<file path="config.mk">
export PLATFORM = sky130hd
export DESIGN_NAME = calc1_port_sequencer
export DESIGN_NICKNAME = d
export VERILOG_FILES = /design/src/rtl/calc1_port_sequencer.sv
export SDC_FILE = /design/constraint.sdc
export NUM_CORES = 1
export LEC_CHECK = 0
export ABC_AREA = 1
export CORE_UTILIZATION = 48
export DETAILED_ROUTE_END_ITERATION = 7
export GPL_TIMING_DRIVEN = 0
export PLACE_DENSITY = 0.74
export SYNTH_ARGS = -nofsm -noshare
export SYNTH_HDL_FRONTEND = slang
export SYNTH_SLANG_ARGS = --single-unit
</file>
<file path="constraint.sdc">
create_clock -name c_clk -period 4.4 [get_ports c_clk]
set_input_delay 0.44 -clock c_clk [delete_from_list [all_inputs] [get_ports c_clk]]
set_output_delay 0.44 -clock c_clk [all_outputs]
set_load 0.03 [all_outputs]
</file>
<file path="src/rtl/calc1_port_sequencer.sv">
`default_nettype none
// ============================================================================
//  Module   : calc1_port_sequencer
//  Purpose  : Upstream request master for one calc1 port. Whole transactions
//             (cmd, op1, op2) arrive on a valid/ready interface and are
//             buffered in a small FIFO. Each one is serialised onto the calc1
//             two-cycle request protocol. The single-cycle calc1 response is
//             captured and returned on a valid/ready response interface. At
//             most one transaction is outstanding in calc1 at any time.
//
//  Ports    : c_clk, reset_n (synchronous, active-low)
//             req_valid/req_ready/req_cmd/req_op1/req_op2 : request in
//             rsp_valid/rsp_ready/rsp_resp/rsp_data       : response out
//             calc_cmd/calc_data                          : to calc1
//             calc_resp/calc_rdata                        : from calc1
//             busy         : FSM not idle or FIFO non-empty
//             err_spurious : sticky, calc1 response seen outside WAIT
//
//  Config   : CALC_TIMEOUT_EN - when defined, WAIT gives up after
//             TIMEOUT_CYCLES cycles and returns response code 2'b11.
//
//  Revision : 1.0 - initial release
// ============================================================================
module calc1_port_sequencer #(
    parameter int FIFO_DEPTH     = 4,
    parameter int TIMEOUT_CYCLES = 64
) (
    input  logic        c_clk,
    input  logic        reset_n,
    input  logic        req_valid,
    output logic        req_ready,
    input  logic [3:0]  req_cmd,
    input  logic [31:0] req_op1,
    input  logic [31:0] req_op2,
    output logic        rsp_valid,
    input  logic        rsp_ready,
    output logic [1:0]  rsp_resp,
    output logic [31:0] rsp_data,
    output logic [3:0]  calc_cmd,
    output logic [31:0] calc_data,
    input  logic [1:0]  calc_resp,
    input  logic [31:0] calc_rdata,
    output logic        busy,
    output logic        err_spurious
);

    localparam int c_PTR_W = (FIFO_DEPTH > 1) ? $clog2(FIFO_DEPTH) : 1;
    localparam int c_CNT_W = c_PTR_W + 1;
    localparam logic [c_CNT_W-1:0] c_FULL_COUNT = c_CNT_W'(FIFO_DEPTH);

    localparam logic [2:0] c_ST_IDLE  = 3'd0;
    localparam logic [2:0] c_ST_SEND1 = 3'd1;
    localparam logic [2:0] c_ST_SEND2 = 3'd2;
    localparam logic [2:0] c_ST_WAIT  = 3'd3;
    localparam logic [2:0] c_ST_HOLD  = 3'd4;

    // ------------------------------------------------------------------
    // Request FIFO
    // ------------------------------------------------------------------
    logic [3:0]          r_fifo_cmd [FIFO_DEPTH];
    logic [31:0]         r_fifo_op1 [FIFO_DEPTH];
    logic [31:0]         r_fifo_op2 [FIFO_DEPTH];
    logic [c_PTR_W-1:0]  r_wr_ptr;
    logic [c_PTR_W-1:0]  r_rd_ptr;
    logic [c_CNT_W-1:0]  r_count;

    logic [2:0]          r_state;
    logic [2:0]          w_state_nxt;
    logic                w_full;
    logic                w_push;
    logic                w_pop;
    logic                w_timeout;

    // Ready depends only on the registered count, never on rsp_ready.
    assign w_full = (r_count == c_FULL_COUNT);
    assign w_push = req_valid & ~w_full;
    // Pop only from IDLE and only from already-registered contents, so a
    // request pushed at one edge reaches SEND1 one edge later at the earliest.
    assign w_pop  = (r_state == c_ST_IDLE) && (r_count != '0);

    always_ff @(posedge c_clk) begin
        if (w_push) begin
            r_fifo_cmd[r_wr_ptr] <= req_cmd;
            r_fifo_op1[r_wr_ptr] <= req_op1;
            r_fifo_op2[r_wr_ptr] <= req_op2;
        end
    end

    // Depth is a power of two, so the pointers wrap naturally.
    always_ff @(posedge c_clk) begin
        if (!reset_n) begin
            r_wr_ptr <= '0;
            r_rd_ptr <= '0;
            r_count  <= '0;
        end else begin
            if (w_push) begin
                r_wr_ptr <= r_wr_ptr + 1'b1;
            end
            if (w_pop) begin
                r_rd_ptr <= r_rd_ptr + 1'b1;
            end
            case ({w_push, w_pop})
                2'b10:   r_count <= r_count + 1'b1;
                2'b01:   r_count <= r_count - 1'b1;
                default: r_count <= r_count;
            endcase
        end
    end

    // ------------------------------------------------------------------
    // Optional WAIT timeout
    // ------------------------------------------------------------------
`ifdef CALC_TIMEOUT_EN
    localparam int c_TO_W = (TIMEOUT_CYCLES > 1) ? $clog2(TIMEOUT_CYCLES) : 1;
    localparam logic [c_TO_W-1:0] c_TO_LAST = c_TO_W'(TIMEOUT_CYCLES - 1);

    logic [c_TO_W-1:0] r_to_count;

    // Held at zero outside WAIT, so it is already clear on WAIT entry.
    always_ff @(posedge c_clk) begin
        if (!reset_n || (r_state != c_ST_WAIT)) begin
            r_to_count <= '0;
        end else begin
            r_to_count <= r_to_count + 1'b1;
        end
    end

    assign w_timeout = (r_state == c_ST_WAIT) && (r_to_count == c_TO_LAST);
`else
    logic w_unused_timeout_cfg;
    assign w_unused_timeout_cfg = (TIMEOUT_CYCLES > 0);
    assign w_timeout            = 1'b0;
`endif

    // ------------------------------------------------------------------
    // FSM: state register plus holding / response / error registers
    // ------------------------------------------------------------------
    logic [3:0]  r_hold_cmd;
    logic [31:0] r_hold_op1;
    logic [31:0] r_hold_op2;
    logic [1:0]  r_rsp_resp;
    logic [31:0] r_rsp_data;
    logic        r_err_spurious;

    always_ff @(posedge c_clk) begin
        if (!reset_n) begin
            r_state        <= c_ST_IDLE;
            r_hold_cmd     <= '0;
            r_hold_op1     <= '0;
            r_hold_op2     <= '0;
            r_rsp_resp     <= '0;
            r_rsp_data     <= '0;
            r_err_spurious <= 1'b0;
        end else begin
            r_state <= w_state_nxt;
            if (w_pop) begin
                r_hold_cmd <= r_fifo_cmd[r_rd_ptr];
                r_hold_op1 <= r_fifo_op1[r_rd_ptr];
                r_hold_op2 <= r_fifo_op2[r_rd_ptr];
            end
            // A real response takes priority over a simultaneous timeout.
            if (r_state == c_ST_WAIT) begin
                if (calc_resp != 2'b00) begin
                    r_rsp_resp <= calc_resp;
                    r_rsp_data <= calc_rdata;
                end else if (w_timeout) begin
                    r_rsp_resp <= 2'b11;
                    r_rsp_data <= '0;
                end
            end
            // Includes a late response arriving after a timeout.
            if ((calc_resp != 2'b00) && (r_state != c_ST_WAIT)) begin
                r_err_spurious <= 1'b1;
            end
        end
    end

    always_comb begin
        w_state_nxt = r_state;
        case (r_state)
            c_ST_IDLE:  if (w_pop) w_state_nxt = c_ST_SEND1;
            c_ST_SEND1: w_state_nxt = c_ST_SEND2;
            c_ST_SEND2: w_state_nxt = c_ST_WAIT;
            c_ST_WAIT:  if ((calc_resp != 2'b00) || w_timeout) w_state_nxt = c_ST_HOLD;
            c_ST_HOLD:  if (rsp_ready) w_state_nxt = c_ST_IDLE;
            default:    w_state_nxt = c_ST_IDLE;
        endcase
    end

    // Outputs decode only registered state, so they are glitch-free.
    always_comb begin
        calc_cmd  = '0;
        calc_data = '0;
        rsp_valid = 1'b0;
        rsp_resp  = '0;
        rsp_data  = '0;
        case (r_state)
            c_ST_SEND1: begin
                calc_cmd  = r_hold_cmd;
                calc_data = r_hold_op1;
            end
            c_ST_SEND2: begin
                calc_data = r_hold_op2;
            end
            c_ST_HOLD: begin
                rsp_valid = 1'b1;
                rsp_resp  = r_rsp_resp;
                rsp_data  = r_rsp_data;
            end
            default: begin
            end
        endcase
    end

    assign req_ready    = ~w_full;
    assign busy         = (r_state != c_ST_IDLE) || (r_count != '0);
    assign err_spurious = r_err_spurious;

endmodule
`default_nettype wire

</file>
# == Yosys cells after proc, flatten, opt, wreduce, memory -nomap -nowiden ==
# Memory sizes are Yosys's and may differ from the RTL's. A register that Yosys moved wholly into a read port is not among the register bits.
# Index checks and enable logic that the tools add are counted.
# totals
ff_bits,45
ramBits,272
mem_bits_ro,0
output_inout_bits,74
inputBits,106
mem_count,3
latchBits,0
word_cells,52
# classes
order_cmp,0
mul,0
bitwise_logic,2
mux,12
n_addsub,4
n_eq_ne,11
reduce_logical,13
n_div,0
shift,0
# mem_list
memory,depth,width,rd,rd_ports_with_merged_regs,write_ports,line_no,rtl
r_fifo_op1,4,32,1,1,1,61,logic [31:0] r_fifo_op1 [FIFO_DEPTH];
r_fifo_op2,4,32,1,1,1,62,logic [31:0] r_fifo_op2 [FIFO_DEPTH];
r_fifo_cmd,4,4,1,1,1,60,logic [3:0] r_fifo_cmd [FIFO_DEPTH];
# ops
operator,count
$pmux 32 s2,1
$mux 32,1
$pmux 3 s5,1
$mux 3,3
$eq 3x2->1 const B,2
$eq 3x3->1 const B,2
$pmux 3 s2,1
$reduce_bool 3->1,2
$add 2x1->2 const B,2
$mux 4,1
$ne 2x2->1 const B,2
$reduce_bool 2->1,2
$add 3x1->3 const B,1
$eq 3x1->1 const B,1
$logic_not 1->1,3
$logic_not 3->1,1
$mux 1,3
$ne 3x2->1 const B,1
$reduce_and 3->1,1
$sub 3x1->3 const B,1
$eq 2x1->1 const B,1
$eq 2x2->1 const B,1
$logic_and 1x1->1,2
$mux 2,1
other kinds (5),5

# == Logic depth before layout (Yosys ltp) ==
# Gate-level depths: netlist of run 1.
# logic_depth
depth_word,5
depth_mapped,14
ltp_nobuf,13

# == Least setup slack after synthesis of run 1 ==
# Ideal clock, no wire load.
# synth_timing
path_kind,register to register
start,reg r_count[0]
end,"mem r_fifo_cmd[0][0], enable pin"
setup_ps,495
arrival_time_ps,3799
path_slack_ps,106
synth_period_minus_slack_ps,4294
required_ps,3905
path_stages_with_launch,5
n_path_buf,0
path_cell_list,dfxtp_1 > inv_1 > nand3_1 > nand2_1 > nor2_1
# synth_between
elab_chain_cells,5
# synth_rtl
item,line_no,rtl
"start, declared",65,logic [c_CNT_W-1:0] r_count;
"start signal, assigned",103,2'b10: r_count <= r_count + 1'b1;
"start signal, assigned",104,2'b01: r_count <= r_count - 1'b1;
"start signal, assigned",105,default: r_count <= r_count;
$eq 3x3->1,75,assign w_full = (r_count == c_FULL_COUNT);
$not 1->1,n/a,
named net req_ready,31,"output logic req_ready,"
$and 1x1->1,76,assign w_push = req_valid & ~w_full;
$mux 1,82,if (w_push) begin
$mux 1 (implied by the code),83,r_fifo_cmd[r_wr_ptr] <= req_cmd;
"end, declared",60,
# The timed path passes the listed nets, and every way through them passes these cells.

# == Worst setup path after layout of run 1 ==
# layout_timing
start,reg r_state[2]
end,out calc_data[29]
# layout_between
elab_chain_cells,2
word_cells_on_any_way,3
cone_classes,2 x eq/ne; 1 x mux
# layout_rtl
item,line_no,rtl
"start, declared",67,logic [2:0] r_state;
"start signal, assigned",147,r_state <= c_ST_IDLE;
"start signal, assigned",155,r_state <= w_state_nxt;
$eq 3x2->1 / $eq 3x1->1 (equally long branches),197,case (r_state)
$pmux 32 s2 *,197,
"end, declared",40,"output logic [31:0] calc_data,"
# Every way passes the cells marked *; elsewhere a longest branch is shown, timed or not.

==> flow_metrics.tcl, run 1 <==
set metrics [dict create \
    outcome "finished, final reports clean" \
    vdd_drop_max_mv 0.363 \
    multi_input_area_um2 4030 \
    dp_worst_setup_slack_ns 1.54 \
    min_period_ns 3.49 \
    drive_gt1_frac 0.0664 \
    required_ns 3.96 \
    htreeDepth 2 \
    worst_pin_slew_ns 0.820 \
    cts-hold-fix-buffers 0 \
    cts_resized 0 \
    setup_viol 0 \
    p_sw_frac 0.368 \
    synthesis.nets 1655 \
    cts_made_buffers 42 \
    maxCapViolations 0 \
    p_sw_mw 4.62 \
    layout.nets 1885 \
    grt_overflow 0 \
    avgRoutedWirePerCell_um 17.4 \
    final_antenna_net_count 0 \
    power_density_nw_per_um2 656 \
    cts_tree "done" \
    layout.cells.most_common "nor2_1" \
    initial_core_util 0.487 \
    clockRootBuffer "clkbuf_16" \
    grt_pass1_vias 11200 \
    grt_max_degree 29 \
    rsz0062_at_grt "no" \
    finalPower_mw 12.5 \
    pwr-share-comb 0.356 \
    final-hold-violation-count 0 \
    cp_slowest_cell "clkbuf_1" \
    share_seq_of_total_power 0.377 \
    drc_errors 0 \
    synth_seq_area_share 0.681 \
    critPathKind "reg -> out" \
    start_kind "flip-flop" \
    dpl.cell_count 2131 \
    die_area_um2 32600 \
    core_area_um2 31500 \
    io_buffers 178 \
    min_path_type "reg -> reg" \
    fin_ws_ns 0.915 \
    p_clk_frac 0.267 \
    internal_power_mw 7.93 \
    finalNonFillerCells 2210 \
    clock_path_buffers 3 \
    grt_pass1_wl_mm 60.0 \
    end_kind "output port" \
    cts_num_sinks 385 \
    ff_latch_area_um2 10400 \
    ys_warn_count 0 \
    leakage_nw 7.20 \
    relSlewSlack 0.452 \
    place_congestion 0.823 \
    dp_hpwl_mm 25.3 \
    max_stage_delay_ns 0.67 \
    fin_setup_tns_ns 0 \
    routed_wl_mm 38.4 \
    clkTransAtPathRegs_ns 0.06 \
    skew_ns 0.0254 \
    syn_avg_cell_area_um2 9.92 \
    cp.arrival_ns 3.05 \
    die_x_um 181 \
    fp-row-count 65 \
    path_max_fanout 10 \
    clk_latency_ns 0.55 \
    antenna_found_initial 4 \
    io_pins 180 \
    viasPerCell 5.17 \
    area_growth_pct 24.8 \
    die_y_um 181 \
    slew_violations 0 \
    drt_pass1_iterations 7 \
    layout_common_cells "456 x nor2_1, 272 x edfxtp_1, 223 x nand2_1" \
    via_count 11400 \
    track_usage 0.237 \
    postCtsSetupRepairBufs 0 \
    yosysUniqueCellTypes 26 \
    synthCells 1543 \
    final.fill_count 2472 \
    finalCritPeriodShare 0.792 \
    drt-initial-drc-count 943 \
    ys_ff_latch 385 \
    max_freq_ghz 0.287 \
    syn_area_um2 15300 \
    worstPathCellList "inv_2, nand2_1, clkbuf_1, o22ai_1, clkdlybuf4s50_1" \
]
-- cell families after synthesis --
| family | synth area share |
|---|---|
| flip-flops | 0.681 |
| AO/OA/AOI/OAI | 0.0838 |
| adder cells (fa/ha/maj) | 0.00539 |
| XOR/XNOR | 0.000572 |
| buffers and inverters | 0.0579 |
| AND/OR/NAND/NOR | 0.171 |
-- Yosys cell counts --
master | number | share of area
nand4_1 | 1 | 0.00041
buf_6 | 4 | 0.0029
buf_1 | 5 | 0.0012
o22ai_1 | 32 | 0.013
nand2_2 | 1 | 0.00041
clkbuf_1 | 41 | 0.010
nand3_1 | 4 | 0.0013
a21oi_1 | 41 | 0.013
fa_1 | 1 | 0.0013
buf_4 | 7 | 0.0034
nor2_2 | 1 | 0.00041
inv_1 | 120 | 0.029
inv_2 | 3 | 0.00074
o21ai_1 | 39 | 0.013
clkbuf_2 | 1 | 0.00033
o21ai_0 | 135 | 0.044
ha_1 | 5 | 0.0041
buf_2 | 30 | 0.0098
dfxtp_1 | 113 | 0.15
nand2_1 | 223 | 0.055
nor2_1 | 460 | 0.11
edfxtp_1 | 272 | 0.53
nor2_4 | 1 | 0.00074
nand3b_1 | 1 | 0.00049
xor2_1 | 1 | 0.00057
a31oi_1 | 1 | 0.00041
-- critical path, delay by kind of cell, from the launching register on --
| kind | cells | cell delay [ns] |
|---|---|---|
| AO/OA/AOI/OAI | 1 | 0.26 |
| AND/OR/NAND/NOR | 1 | 0.41 |
| flip-flops | 1 | 0.43 |
| buffers and inverters | 3 | 1.41 |
-- metal layers --
layer / track usage / vias to the layer above / routed length (um)
li1: - / 5513 / -
met1: 0.309 / 5366 / 16200
met2: 0.393 / 454 / 18000
met3: 0.0451 / 84 / 3010
met4: 0.0899 / 4 / 1130
met5: 0 / - / 27
-- final timing paths --
path              slack [ns]            from  cells past startpoint               end
setup / recovery        0.91      r_state[2]                      5     calc_data[29]
hold / removal          0.45  r_rsp_data[13]                      2    r_rsp_data[13]
setup reg to reg        1.92      r_count[0]                      6  r_fifo_op2[3][5]
hold reg to reg         0.45  r_rsp_data[13]                      2    r_rsp_data[13]
-- per-stage QoR --
step	hold slack, ns	utilization	area [um^2]
final	0.455	0.607	19100
after global routing	0.466	0.607	19100
after CTS	0.454	0.607	19100
after detailed placement	0.445	0.565	17800
after global placement	0.438	0.559	17600
after floorplan	0.422	-	15300
-- flip-flops by register name, summed over array words and instances, names as in the netlist --
name,flops
r_fifo_op1,128
r_fifo_op2,128
r_hold_op1,32
r_hold_op2,32
r_rsp_data,32
r_fifo_cmd,16
r_hold_cmd,4
r_count,3
r_state,3
r_rd_ptr,2
r_rsp_resp,2
r_wr_ptr,2
err_spurious,1
-- layout make-up --
cell class	instances	share of cell area
multi-input combinational	947	0.211
clock inverter	27	0.0111
timing repair buffer	186	0.102
tap	402	0.0263
clock buffer	50	0.0581
sequential	385	0.546
buffer	88	0.0223
inverter	123	0.0242
antenna	2	0.000262
-- power groups by stage --
stage	logic (mW)	registers (mW)	clock network, mW
3_5_place_dp	4.43	4.79	0
3_3_place_gp	4.26	4.82	0
5_1_grt	4.99	4.77	3.54
2_1_floorplan	2.93	4.78	0
4_1_cts	4.47	4.72	3.39
6_report	4.47	4.73	3.35
(Power assumes the default switching activity.)
==> run 2: changes to the inputs <==
==> constraint.sdc (replaced) <==
create_clock -name c_clk -period 3.3 [get_ports c_clk]
set_input_delay 0.33 -clock c_clk [delete_from_list [all_inputs] [get_ports c_clk]]
set_output_delay 0.33 -clock c_clk [all_outputs]
set_load 0.03 [all_outputs]
==> run 2 against run 1 <==
Effect of this change:
- first-iteration DRC count down 0.42%
- utilization is essentially flat
- clock power is 33% higher
- final cell count unchanged
- sequential share of layout area about the same
- final area about the same
- clock-buffer cell count stayed put
- sequential power up 33%
- critical path depth unchanged
- via count barely moved
- critical path type unchanged
==> flow_metrics.tcl, run 2 (same netlist as run 1, synthesis figures left out) <==
set metrics [dict create \
    outcome "finished, final reports clean" \
    area_growth_pct 24.8 \
    setup_viol 0 \
    io_pins 180 \
    share_seq_of_total_power 0.377 \
    whs_ns 0.411 \
    power_density_nw_per_um2 875 \
    ff_latch_area_um2 10400 \
    die_area_um2 32600 \
    core_area_um2 31500 \
    grt_max_degree 29 \
    largest_registers "r_fifo_op1: 128 flops, r_fifo_op2: 128 flops" \
    critPathKind "reg -> out" \
    dp_hpwl_mm 25.3 \
    internal_power_mw 10.6 \
    finalPower_mw 16.7 \
    cts-hold-fix-buffers 0 \
    viasPerCell 5.17 \
    final.fill_count 2470 \
    min_path_type "in -> reg" \
    track_usage 0.237 \
    clock_path_buffers 3 \
    clkTransAtPathRegs_ns 0.06 \
    slew_violations 0 \
    max_freq_ghz 0.313 \
    fp-row-count 65 \
    p_sw_mw 6.16 \
    grt_pass1_wl_mm 60.0 \
    pwr-share-comb 0.356 \
    min_period_ns 3.20 \
    antenna_found_initial 4 \
    final-hold-violation-count 0 \
    htreeDepth 2 \
    rsz0062_at_grt "no" \
    routed_wl_mm 38.3 \
    initial_core_util 0.487 \
    layout_common_cells "456 x nor2_1, 272 x edfxtp_1, 223 x nand2_1" \
    path_max_fanout 10 \
    drc_errors 0 \
    cts_tree "done" \
    clockRootBuffer "clkbuf_16" \
    drt_pass1_iterations 5 \
    worst_pin_slew_ns 0.808 \
    drt-initial-drc-count 939 \
    end_kind "output port" \
    drive_gt1_frac 0.0676 \
    cts_made_buffers 42 \
    place_congestion 0.823 \
    avgRoutedWirePerCell_um 17.3 \
    via_count 11400 \
    p_clk_frac 0.267 \
    layout.nets 1885 \
    die_x_um 181 \
    start_kind "flip-flop" \
    maxCapViolations 0 \
    io_buffers 178 \
    required_ns 2.97 \
    cp.arrival_ns 2.87 \
    skew_ns 0.0257 \
    relSlewSlack 0.460 \
    vdd_drop_max_mv 0.483 \
    cts_num_sinks 385 \
    grt_pass1_vias 11200 \
    multi_input_area_um2 4030 \
    die_y_um 181 \
    leakage_nw 7.21 \
    postCtsSetupRepairBufs 0 \
    layout.cells.most_common "nor2_1" \
    p_sw_frac 0.368 \
    finalCritPeriodShare 0.969 \
    clk_latency_ns 0.55 \
    grt_overflow 0 \
    final_antenna_net_count 0 \
]
-- run 2: cell types whose count changed in the layout (fill, tap and decap cells not counted) --
cell / previous run / this run
clkbuf_2: 1 / 3
clkbuf_1: 46 / 44
-- run 2: cell type report --
cell class	count	share of cell area
clock inverter	27	0.0111
clock buffer	50	0.0581
multi-input combinational	947	0.211
sequential	385	0.546
timing repair buffer	186	0.102
buffer	88	0.0224
tap	402	0.0263
inverter	123	0.0242
antenna	2	0.000262
-- run 2: path summary, 6_finish.rpt --
path,start,to,slack (ns),cells past startpoint
setup / recovery,r_state[2],calc_data[29],0.10,5
setup reg to reg,r_count[0],r_fifo_op2[3][5],0.84,6
hold / removal,req_op2[14],r_fifo_op2[2][14],0.41,1
hold reg to reg,r_rsp_data[13],r_rsp_data[13],0.45,2
-- run 2: power by group through the flow --
stage / Sequential, mW / Clock [mW] / Combinational, mW
6_report: 6.30 / 4.47 / 5.96
5_1_grt: 6.36 / 4.73 / 6.65
4_1_cts: 6.30 / 4.51 / 5.96
2_1_floorplan: 6.38 / 0 / 3.91
3_3_place_gp: 6.43 / 0 / 5.68
3_5_place_dp: 6.39 / 0 / 5.90
-- run 2: metal layers --
| layer | GRT usage | routed length (um) | vias up |
|---|---|---|---|
| li1 | - | - | 5515 |
| met1 | 0.309 | 16200 | 5382 |
| met2 | 0.393 | 18100 | 447 |
| met3 | 0.0451 | 2980 | 82 |
| met4 | 0.0899 | 1110 | 4 |
| met5 | 0 | 27 | - |
-- run 2: stage by stage --
step                      cells  cell area (um^2)  TNS (ns)   util  worst slack (ns)
after floorplan            1543             15300   -270.32      -            -0.994
after global placement     2123             17600   -921.16  0.559             -3.43
after detailed placement   2131             17800         0  0.565             0.548
after CTS                  2208             19100         0  0.607            0.0101
after global routing       2209             19100         0  0.607           0.00941
final                      2210             19100         0  0.607             0.102
-- run 2: timing repair --
item,in CTS,in global routing
endpoints found under the setup margin,4,7
pin swaps,0,0
resized for setup,1,2
-- run 2: worst max-delay path, stage by stage (launching register included) --
cell and delay, ns:
dfxtp_1 0.43, inv_2 0.07, nand3_1 0.27, clkbuf_1 0.65, o22ai_1 0.25, clkdlybuf4s50_1 0.65
==> run 3: changes to the inputs <==
--- a/config.mk
+++ b/config.mk
@@ -6,10 +6,11 @@
 export NUM_CORES = 1
 export LEC_CHECK = 0
 export ABC_AREA = 1
+export CAP_MARGIN = 20
 export CORE_UTILIZATION = 48
 export DETAILED_ROUTE_END_ITERATION = 7
 export GPL_TIMING_DRIVEN = 0
-export PLACE_DENSITY = 0.74
+export PLACE_DENSITY = 0.79
 export SYNTH_ARGS = -nofsm -noshare
 export SYNTH_HDL_FRONTEND = slang
 export SYNTH_SLANG_ARGS = --single-unit
==> run 3 against run 2 <==
Effect of this change:
- sequential cell count unchanged
- critical endpoint is now calc_data[11]
- first-iteration DRC count increased by 8.1%
- die area unchanged
- routed wire length increased by 2.7%
- critical path depth increased by 1
- clock-buffer cell count increased by 14
- global-route usage increased by 0.33 points
- combinational power increased by 0.8%
==> flow_metrics.tcl, run 3 (same netlist as run 1, synthesis figures left out) <==
set metrics [dict create \
    outcome "finished, final reports clean" \
    p_clk_frac 0.263 \
    vdd_drop_max_mv 0.523 \
    final.fill_count 2441 \
    cts_made_buffers 40 \
    cp.arrival_ns 2.92 \
    critPathKind "reg -> out" \
    place_congestion 0.811 \
    grt_pass1_wl_mm 60.7 \
    track_usage 0.240 \
    antenna_found_initial 7 \
    clockRootBuffer "clkbuf_16" \
    routed_wl_mm 39.4 \
    clkTransAtPathRegs_ns 0.06 \
    die_x_um 181 \
    relSlewSlack 0.482 \
    slew_violations 0 \
    cts_num_sinks 385 \
    viasPerCell 5.26 \
    htreeDepth 2 \
    drive_gt1_frac 0.0677 \
    finalCritPeriodShare 0.985 \
    share_seq_of_total_power 0.377 \
    postCtsSetupRepairBufs 0 \
    p_sw_mw 6.13 \
    avgRoutedWirePerCell_um 17.8 \
    min_path_type "in -> reg" \
    fin_setup_tns_ns 0 \
    whs_ns 0.423 \
    dpl.cell_count 2132 \
    io_pins 180 \
    grt_overflow 0 \
    area_growth_pct 24.9 \
    r2r_slack_ns 0.82 \
    core_area_um2 31500 \
    fin_area_um2 19100 \
    path_max_fanout 10 \
    multi_input_area_um2 4030 \
    internal_power_mw 10.6 \
    grt_max_degree 29 \
    drt-initial-drc-count 1015 \
    io_buffers 178 \
    die_y_um 181 \
    final_antenna_net_count 0 \
    die_area_um2 32600 \
    leakage_nw 7.22 \
    layout_common_cells "456 x nor2_1, 272 x edfxtp_1, 223 x nand2_1" \
    fp-row-count 65 \
    clock_path_buffers 3 \
    max_freq_ghz 0.308 \
    maxCapViolations 0 \
    required_ns 2.97 \
    layout.cells.most_common "nor2_1" \
    cts_tree "done" \
    ff_latch_area_um2 10400 \
    grt_pass1_vias 11600 \
    worst_pin_slew_ns 0.775 \
    p_sw_frac 0.367 \
    drt_pass1_iterations 5 \
    start_kind "flip-flop" \
    rsz0062_at_grt "no" \
    drc_errors 0 \
    layout.nets 1884 \
    min_period_ns 3.25 \
    finalNonFillerCells 2211 \
    final-hold-violation-count 0 \
    via_count 11600 \
    largest_registers "r_fifo_op1: 128 flops, r_fifo_op2: 128 flops" \
    setup_viol 0 \
    placed_area_um2 17800 \
    power_density_nw_per_um2 874 \
    end_kind "output port" \
    dp_hpwl_mm 26.3 \
    skew_ns 0.0136 \
    initial_core_util 0.487 \
    pwr-share-comb 0.360 \
    clk_latency_ns 0.53 \
]
-- run 3: path summary, 6_finish.rpt --
check | end | cells after the start | from
max reg2reg | r_fifo_op1[2][5] | 6 | r_count[0]
max | calc_data[11] | 6 | r_state[0]
min reg2reg | r_rsp_data[27] | 2 | r_rsp_data[27]
min | r_fifo_op1[1][14] | 1 | req_op1[14]
-- run 3: layout make-up --
cell class / instances / area share
multi-input cells: 947 / 0.210
clock buffers: 64 / 0.0628
clock inverters: 9 / 0.00438
inverters: 123 / 0.0241
flip-flops and latches: 385 / 0.545
plain buffers: 88 / 0.0224
well taps: 402 / 0.0263
diodes: 6 / 0.000785
repair buffers: 187 / 0.104
-- run 3: what timing repair did --
action / 4_1_cts / 5_1_grt
endpoints found under the hold margin: 0 / 0
gates resized for setup: 2 / 1
endpoints found under the setup margin: 3 / 3
pin swaps: 0 / 0
hold buffers: 0 / 0
-- run 3: power groups by stage --
| stage | registers [mW] | logic [mW] | clock network, mW |
|---|---|---|---|
| finish | 6.31 | 6.01 | 4.40 |
| global route | 6.37 | 6.70 | 4.61 |
| detailed placement | 6.39 | 5.92 | 0 |
| CTS | 6.30 | 5.99 | 4.44 |
| global placement | 6.43 | 5.64 | 0 |
| floorplan | 6.38 | 3.91 | 0 |
-- run 3: through the flow --
stage / worst slack [ns] / util / total power, mW
after global routing: 0.000823 / 0.608 / 17.7
after global placement: -3.37 / 0.559 / 12.1
after CTS: 0.0955 / 0.607 / 16.7
after detailed placement: 0.518 / 0.566 / 12.3
after floorplan: -0.994 / - / 10.3
final: 0.0509 / 0.608 / 16.7
-- run 3: worst max-delay path, stage by stage (launching register included) --
cell and delay (ns):
dfxtp_1 0.36, inv_1 0.08, nor2_1 0.08, nand2_1 0.33
clkbuf_2 0.39, o22ai_1 0.38, clkdlybuf4s50_1 0.76
-- run 3: metal layers --
layer  track usage  vias to the layer above  part of all wire
li1              -                     5510                 -
met1         0.294                     5515              0.39
met2         0.412                      526              0.49
met3        0.0530                       84             0.086
met4        0.0971                        2             0.030
met5             0                        -           0.00020
